`src/rtl/gpio_bank_ip.sv`:
```
// gpio_bank_ip: WIDTH-bit GPIO bank on the simple wr_en/rd_en register bus.
// Per-pin direction, atomic set/clear/toggle of OUT, synchronised inputs and
// rising-edge interrupt capture with per-pin enable and W1C status.
//
// Register bus handshake: a write is accepted on every clk edge where wr_en=1;
// a read is accepted on every clk edge where rd_en=1, and its data appears on
// rdata with rdata_valid=1 during the following cycle. There is no
// back-pressure: the block is always ready.
module gpio_bank_ip #(
    parameter int WIDTH       = 32,
    parameter int SYNC_STAGES = 2
) (
    input  logic             clk,
    input  logic             resetn,
    input  logic             wr_en,
    input  logic             rd_en,
    input  logic [2:0]       addr,
    input  logic [31:0]      wdata,
    output logic [31:0]      rdata,
    output logic             rdata_valid,
    input  logic [WIDTH-1:0] gpio_in,
    output logic [WIDTH-1:0] gpio_out,
    output logic [WIDTH-1:0] gpio_oe,
    output logic             irq,
    output logic             dbg_prime_state
);

    localparam int CW = $clog2(SYNC_STAGES + 1);

    // Prime counter states: PRIMING blocks edge capture just after reset.
    localparam logic [0:0] PRIMING = 1'b0;
    localparam logic [0:0] ARMED   = 1'b1;

    localparam logic [2:0] A_OUT  = 3'd0;
    localparam logic [2:0] A_DIR  = 3'd1;
    localparam logic [2:0] A_IN   = 3'd2;
    localparam logic [2:0] A_SET  = 3'd3;
    localparam logic [2:0] A_CLR  = 3'd4;
    localparam logic [2:0] A_TGL  = 3'd5;
    localparam logic [2:0] A_IEN  = 3'd6;
    localparam logic [2:0] A_ISTS = 3'd7;

    logic [WIDTH-1:0] out_q, out_d;
    logic [WIDTH-1:0] dir_q, dir_d;
    logic [WIDTH-1:0] ien_q, ien_d;
    logic [WIDTH-1:0] sts_q, sts_d;
    logic [WIDTH-1:0] sync_q [SYNC_STAGES];
    logic [WIDTH-1:0] prev_q;
    logic [WIDTH-1:0] sync_out;
    logic [WIDTH-1:0] rise;
    logic [WIDTH-1:0] wmask;
    logic [WIDTH-1:0] w1c;
    logic [0:0]       state_q, state_d;
    logic [CW-1:0]    cnt_q, cnt_d;
    logic [31:0]      rdata_q, rd_mux;
    logic             rvalid_q;

    assign sync_out = sync_q[SYNC_STAGES-1];
    assign wmask    = wdata[WIDTH-1:0];
    assign w1c      = (wr_en && addr == A_ISTS) ? wmask : '0;
    assign rise     = sync_out & ~prev_q & ~dir_q & {WIDTH{state_q == ARMED}};

    // Next-state for the software-visible registers and the prime counter.
    always_comb begin
        out_d   = out_q;
        dir_d   = dir_q;
        ien_d   = ien_q;
        state_d = state_q;
        cnt_d   = cnt_q;
        if (wr_en) begin
            case (addr)
                A_OUT:   out_d = wmask;
                A_DIR:   dir_d = wmask;
                A_SET:   out_d = out_q | wmask;
                A_CLR:   out_d = out_q & ~wmask;
                A_TGL:   out_d = out_q ^ wmask;
                A_IEN:   ien_d = wmask;
                default: ;
            endcase
        end
        // Set has priority over a same-cycle W1C of the same bit.
        sts_d = (sts_q & ~w1c) | rise;
        if (state_q == PRIMING) begin
            if (cnt_q == CW'(SYNC_STAGES)) state_d = ARMED;
            else                           cnt_d   = cnt_q + 1'b1;
        end
    end

    // Read mux; values are taken before this cycle's write lands.
    always_comb begin
        rd_mux = '0;
        case (addr)
            A_OUT:   rd_mux[WIDTH-1:0] = out_q;
            A_DIR:   rd_mux[WIDTH-1:0] = dir_q;
            A_IN:    rd_mux[WIDTH-1:0] = sync_out;
            A_IEN:   rd_mux[WIDTH-1:0] = ien_q;
            A_ISTS:  rd_mux[WIDTH-1:0] = sts_q;
            default: rd_mux = '0;
        endcase
    end

    // All state registers with synchronous active-low reset.
    always_ff @(posedge clk) begin
        if (!resetn) begin
            out_q    <= '0;
            dir_q    <= '0;
            ien_q    <= '0;
            sts_q    <= '0;
            prev_q   <= '0;
            state_q  <= PRIMING;
            cnt_q    <= '0;
            rdata_q  <= '0;
            rvalid_q <= 1'b0;
            for (int i = 0; i < SYNC_STAGES; i++) sync_q[i] <= '0;
        end else begin
            out_q    <= out_d;
            dir_q    <= dir_d;
            ien_q    <= ien_d;
            sts_q    <= sts_d;
            prev_q   <= sync_out;
            state_q  <= state_d;
            cnt_q    <= cnt_d;
            rvalid_q <= rd_en;
            if (rd_en) rdata_q <= rd_mux;
            sync_q[0] <= gpio_in;
            for (int i = 1; i < SYNC_STAGES; i++) sync_q[i] <= sync_q[i-1];
        end
    end

    assign rdata           = rdata_q;
    assign rdata_valid     = rvalid_q;
    assign gpio_out        = out_q;
    assign gpio_oe         = dir_q;
    assign irq             = |(sts_q & ien_q);
    assign dbg_prime_state = state_q;

endmodule
```
`config.mk`:
```
export PLATFORM = sky130hd
export DESIGN_NAME = gpio_bank_ip
export DESIGN_NICKNAME = d
export VERILOG_FILES = /design/src/rtl/gpio_bank_ip.sv
export SDC_FILE = /design/constraint.sdc
export NUM_CORES = 1
export LEC_CHECK = 0
export ABC_AREA = 1
export BUFFER_PORTS_ARGS = -buffer_cell sky130_fd_sc_hd__buf_4
export CAP_MARGIN = 20
export CORE_UTILIZATION = 58
export DETAILED_ROUTE_END_ITERATION = 7
export GPL_ROUTABILITY_DRIVEN = 0
export PLACE_DENSITY_LB_ADDON = 0.05
export SLEW_MARGIN = 20
export SYNTH_ARGS = -nofsm -noshare
export SYNTH_HDL_FRONTEND = slang
export SYNTH_SLANG_ARGS = --single-unit
export TNS_END_PERCENT = 100
```
`constraint.sdc`:
```
create_clock -name clk -period 1.4 [get_ports clk]
set_input_delay 0.14 -clock clk [delete_from_list [all_inputs] [get_ports clk]]
set_output_delay 0.14 -clock clk [all_outputs]
set_load 0.005 [all_outputs]
```
### Word-level counts from Yosys, hierarchy flattened

Memories as Yosys holds them, arrays and structs flattened.
Index checks and enable logic that the tools add are counted.

| word-level totals | value |
|---|---|
| memory bits (writable) | 64 |
| flip-flop bits (word level) | 196 |
| memories | 1 |
| word-level logic and storage cells | 53 |
| output and inout port bits | 99 |

| cells by class | value |
|---|---|
| bitwise logic cells | 17 |
| equality and inequality tests | 8 |
| mux-type cells | 9 |
| $add $sub $neg | 1 |
| reduce and logical (&&, ||, !) cells | 8 |

Memory list:

| memory | words | bits a word | rd ports | clocked after memory_dff | write ports | RTL line | source |
|---|---|---|---|---|---|---|---|
| sync_q | 2 | 32 | 2 | 0 | 2 | 47 | `logic [WIDTH-1:0] sync_q [SYNC_STAGES];` |

Operators with widths:

| cell | number |
|---|---|
| 32-bit AND | 6 |
| 32-bit case mux with 5 select lines | 1 |
| 32-bit NOT | 4 |
| 32-bit case mux with 4 select lines | 1 |
| 32-bit 2-to-1 mux | 3 |
| 32-bit OR | 2 |
| 32-bit OR reduction | 1 |
| 32-bit XOR | 1 |
| 3-bit equality test (second input constant) | 4 |
| 2-bit AND reduction | 4 |
| 3-bit by 2-bit equality test with 1-bit output (second input constant) | 2 |
| 1-bit 2-to-1 mux | 4 |
| 4-bit nonzero test | 1 |
| 3-bit by 1-bit equality test with 1-bit output (second input constant) | 1 |
| 3-bit logical NOT | 1 |
| 2-bit by 1-bit adder with 2-bit output (second input constant) | 1 |
| 2-bit equality test (second input constant) | 1 |
| 1-bit NOT | 2 |
| 1-bit OR | 2 |
| 1-bit logical AND | 1 |

### Depth between registers and ports, before layout

| depth | value |
|---|---|
| depth after elaboration | 6 |
| gate-level depth with buffers | 10 |
| mapped depth without buffers | 8 |

### Least setup slack after synthesis

OpenSTA, ideal clock, no wires.

| path | value |
|---|---|
| path type | in2reg |
| start | input port addr[1] |
| end | register out_q[0] (netlist: gpio_out[0]) |
| data arrival time | 1,136 ps |
| setup time | 112 ps |
| setup slack | 152 ps |
| path buffers | 2 |
| cell stages on the path | 8 |
| cell sequence | buf_4 > nand3_1 > nand2_2 > nor2_4 > buf_2 > nand3_1 > nor2_1 > nor2_1 |

| on the way | value |
|---|---|
| longest elaborated chain between the ends | 3 |

Ends and longest elaborated chain:

| what | RTL line | source |
|---|---|---|
| start, declared | 17 | `input logic [2:0] addr,` |
| 3-bit equality test, or another cell as far along | 71 | `case (addr)` |
| 4-bit nonzero test (no source line) | n/a |  |
| 2-bit AND reduction (no source line) | n/a |  |
| end signal, assigned | 116 | `out_q <= out_d;` |
| end, declared | 43 | `logic [WIDTH-1:0] out_q, out_d;` |

Parallel ways exist; a longest one is shown, timed or not.
A chain may end at the register's enable or synchronous reset.

### Final worst setup path

| path | value |
|---|---|
| start | register ien_q[27] |
| end | output port irq |

| on the way | value |
|---|---|
| longest elaborated chain between the ends | 2 |

Ends and longest elaborated chain:

| what | RTL line | source |
|---|---|---|
| start, declared | 45 | `logic [WIDTH-1:0] ien_q, ien_d;` |
| start signal, assigned | 118 | `ien_q <= ien_d;` |
| 32-bit AND | 134 | `assign irq = \|(sts_q & ien_q);` |
| 32-bit OR reduction | 134 |  |
| end, declared | 24 | `output logic irq,` |

No other way between the ends.

==> results.txt <==
----------------------------------------------------
[Layout]
  Nets ... 2098
  Finished Cell Area ... 16120 um^2
  Layout cells sized above 1 ... a little under a fifth
  Signed area change from the synthesized netlist to the final layout ... 30.74%

[STA]
  Pins Over Slew Limit ... 0
  Slew @ Worst Pin ... 858.4 ps
  Worst-case clock skew ... 11.46 ps
  Number of hold violations in the final report ... 0
  Number of endpoints failing setup at the final stage ... 1
  Slew margin rel. ... 42.64%
  Max Clk Rate ... ~560 MHz
  Setup repair after global routing missed its margin ... yes
  Time the final worst path needs with I/O delays and setup ... 1797 ps
  Final critical-path share of the clock period ... 128.3%
  Post-route worst hold slack ... 27.20 ps
  Setup ws final ... -396.9 ps
  Final total negative setup slack ... -396.9 ps

[Clock network]
  Post-CTS clock slew at the launch and capture registers of the worst setup and hold paths ... 60 ps
  Worst-skew pair later-pin latency ... 550 ps
  CTS H-Tree Depth ... 1
  Number of sinks driven by the clock tree ... 260
  CTS Root Cell ... clkbuf_16
  TritonCTS buffer count ... 28
  TritonCTS clock tree ... built
  Clock Tree Buf Depth ... 3

[Setup path]
  Category of the critical setup timing path ... reg -> out
  Reg-to-reg endpoint ... ien_q[27]
  Kind of launch point of the worst setup path ... register
  Worst EP required ... 1260 ps
  CP Capture Point ... irq
  CP Capture Type ... output pin
  Largest fanout on the critical path ... 2
  Data arrival time of the worst path ... 1660 ps
  Critical path startpoint ... ien_q[27]
  Startpoint of the most critical register-to-register path ... ien_q[27]
  R2R Setup Slk ... 90 ps
  Reg2reg path depth ... 9

[Run status]
  Violations in the final reports ... setup timing
  Outcome ... finished, violations left

[Power and ir drop]
  Max rail drop VDD ... about 1.7 mV
  Sequential cell fraction of total power ... about 43%
  Total power density per cell area ... 1149 nW/um^2
  Internal portion of total power ... 13.47 mW
  Switching share of power ... 27.31%
  Standby leakage power ... 7.895 nW
  NetSw ... a little over 5 mW
  Clock share of power ... between 40% and 50%
  Combinational share of power ... 16.0%

[Drt]
  DR iter-0 viols ... 1002
  Detailed-route DRC error count ... 0
  DRT Pass-1 Iters ... 5
  Via count of the routed design ... roughly 13000
  Drt wl/cell ... about 17 um
  Total wire length ... between 30000 and 40000 um
  Number of nets with antenna violations after detailed routing ... 0
  Number of vias per cell after detailed routing ... 5.619

[Yosys]
  Most used standard cells in the synthesized netlist ... nand2_1 (378), inv_1 (279), dfxtp_1 (260)
  Complex-gate fraction of the synthesized area ... 13.91%
  Synthesized flop and latch total ... 260
  Area share of the largest cell type after synthesis ... 42.21%
  Post-synthesis average cell area ... 7.157 um^2
  EDFF count, synth ... 0
  Number of distinct library cells after synthesis ... 24
  Count of warnings emitted by yosys ... 0
  Dominant cell type by area after synthesis ... dfxtp_1
  Portion of the post-synthesis area used by sequential elements ... 42.21%
  Adder-Cell Fraction of Synth Area ... under 10%
  Cells after synthesis ... 1723
  Library cell with the highest instance count after synthesis ... nand2_1
  Biggest area contributors in the synthesized netlist ... dfxtp_1 (42%), nand2_1 (12%), inv_1 (8.5%), nand3_1 (6.7%), ha_1 (6.6%)
  Multiplexer share of the synthesized area ... 0%
  Proportion of synthesized flip-flops having asynchronous set or reset ... 0%
  Number of nets produced by synthesis ... 1859
  Combined area of all synthesized cells ... between 10000 and 15000 um^2
  Largest family of logic cells by synthesized area ... simple AND/OR/NAND/NOR gates
  Most common flop cell mapped by yosys ... dfxtp_1
  Area fraction in and, or, nand and nor cells after synthesis ... 24.59%
  Parity-gate share of the synthesized area counting xor and xnor cells ... 0.07102%

[Die]
  I/O pin count ... 170
  Initial cell density of the core ... 59.98%
  Cell Rows ... between 50 and 60
  Die outline area ... between 20000 and 25000 um^2
  Height of the die ... 147.8 um
  Core footprint ... ~20000 um^2
  Die span in x ... 147.8 um

[Job]
  Number of max-cap violations ... 0

[Placement]
  Worst Setup Slack post-DPL ... -136.3 ps
  Input/output buffers ... 169
  Cell area after placement ... 14250 um^2
  Post-detailed-placement half-perimeter wirelength ... 24540 um

[GRT]
  Vias in the first global route ... 12240
  Global-route wire length before repair ... 61610 um
  GRT Total Usage ... 35.38%
  Largest net degree at the start of global routing ... 55
  Total grt overflow ... 0
  Number of antenna violations at the first check in global routing ... 2

[Worst hold path]
  Path type of the worst min-delay path ... in -> reg

----------------------------------------------------
-- area by class of cell --
cell class	count	area, um^2
inverters	283	1062
diodes	2	5.005
multi-input cells	1066	5647
clock buffers	33	760.7
well taps	270	337.8
fillers	1517	4437
clock inverters	19	181.4
repair buffers	323	2907
flip-flops and latches	260	5223
-- worst min-delay path by stage --
| stage | startpoint | end | slack [ps] | cells after the start |
|---|---|---|---|---|
| 2_1_floorplan | rd_en | rdata_valid | 230 | 2 |
| 3_3_place_gp | gpio_in[17] | sync_q[0][17] | 320 | 3 |
| 3_5_place_dp | gpio_in[21] | sync_q[0][21] | 320 | 3 |
| 4_1_cts | wr_en | gpio_out[1] | 10 | 4 |
| 5_1_grt | wr_en | gpio_out[0] | 30 | 4 |
| 6_report | wr_en | gpio_out[4] | 30 | 4 |
-- per-layer routing --
| metal | up-vias | global-route usage (%) | part of all wire, % |
|---|---|---|---|
| met5 | - | 0 | 0 |
| met4 | 0 | 17.27 | 4.3 |
| met3 | 129 | 5.926 | 8.7 |
| met2 | 644 | 60.26 | 47 |
| met1 | 5881 | 43.30 | 40 |
| li1 | 6023 | - | - |
-- stage by stage --
step	instances	total power, mW	util, %
after floorplan	1723	9.536	-
after global placement	2118	10.65	69.32
after detailed placement	2118	10.73	69.32
after CTS	2254	18.50	78.36
after global routing	2256	19.18	78.42
final	2256	18.53	78.42
-- layout by cell type (no fill, tap or decap), drive strengths merged --
master and n:
o21bai 31, diode 2, nand2 380, nor2 88, buf 253, o32ai 31
ha 65, bufinv 3, clkinvlp 3, dlygate4sd3 69, a21oi 97, xor2 1
o22ai 5, bufbuf 1, nand3 164, dfxtp 260, inv 284, nand4 66
o21ai 137, clkbuf 33, a22o 1, clkinv 12
-- state kept, by name, summed over array words and instances (netlist names) --
| signal | cells |
|---|---|
| prev_q | 32 |
| gpio_out | 32 |
| rdata_valid | 1 |
| sync_q | 64 |
| ien_q | 32 |
| cnt_q | 2 |
| gpio_oe | 32 |
| rdata | 32 |
| dbg_prime_state | 1 |
| sts_q | 32 |
-- kinds of logic (layout without fill, tap and decap cells) --
kind of cell | count (synthesis) | after routing
AOI/OAI and AO/OA | 302 | 302
xor gates and xnor gates | 1 | 1
adders and majority gates | 65 | 65
buffers and inverters | 397 | 658
DFF | 260 | 260
other | 0 | 2
and+or+nand+nor | 698 | 698
-- repair_timing --
action                                  4_1_cts  5_1_grt
endpoints found under the hold margin       132        0
resized for setup                            44       10
endpoints found under the setup margin        2        2
hold buffers                                 69        0
cloned                                        1        0
pin swaps                                     9        8
buffers inserted                             15        3
-- critical path, stage by stage (launching register included) --
cell and delay (ps):
dfxtp_2 340, inv_2 70, o21ai_2 70, nor2_2 170, nand2_2 110, nor2_4 160
nand2_2 80, buf_6 110
-- power by group through the flow --
stage / combinational (mW) / clock (mW) / sequential, mW
6_report: 2.96 / 7.54 / 8.03
2_1_floorplan: 1.44 / 0 / 8.10
3_5_place_dp: 2.56 / 0 / 8.17
4_1_cts: 2.89 / 7.59 / 8.02
3_3_place_gp: 2.48 / 0 / 8.16
5_1_grt: 3.23 / 7.89 / 8.06
Note: power is estimated with default switching activity, not from simulation.
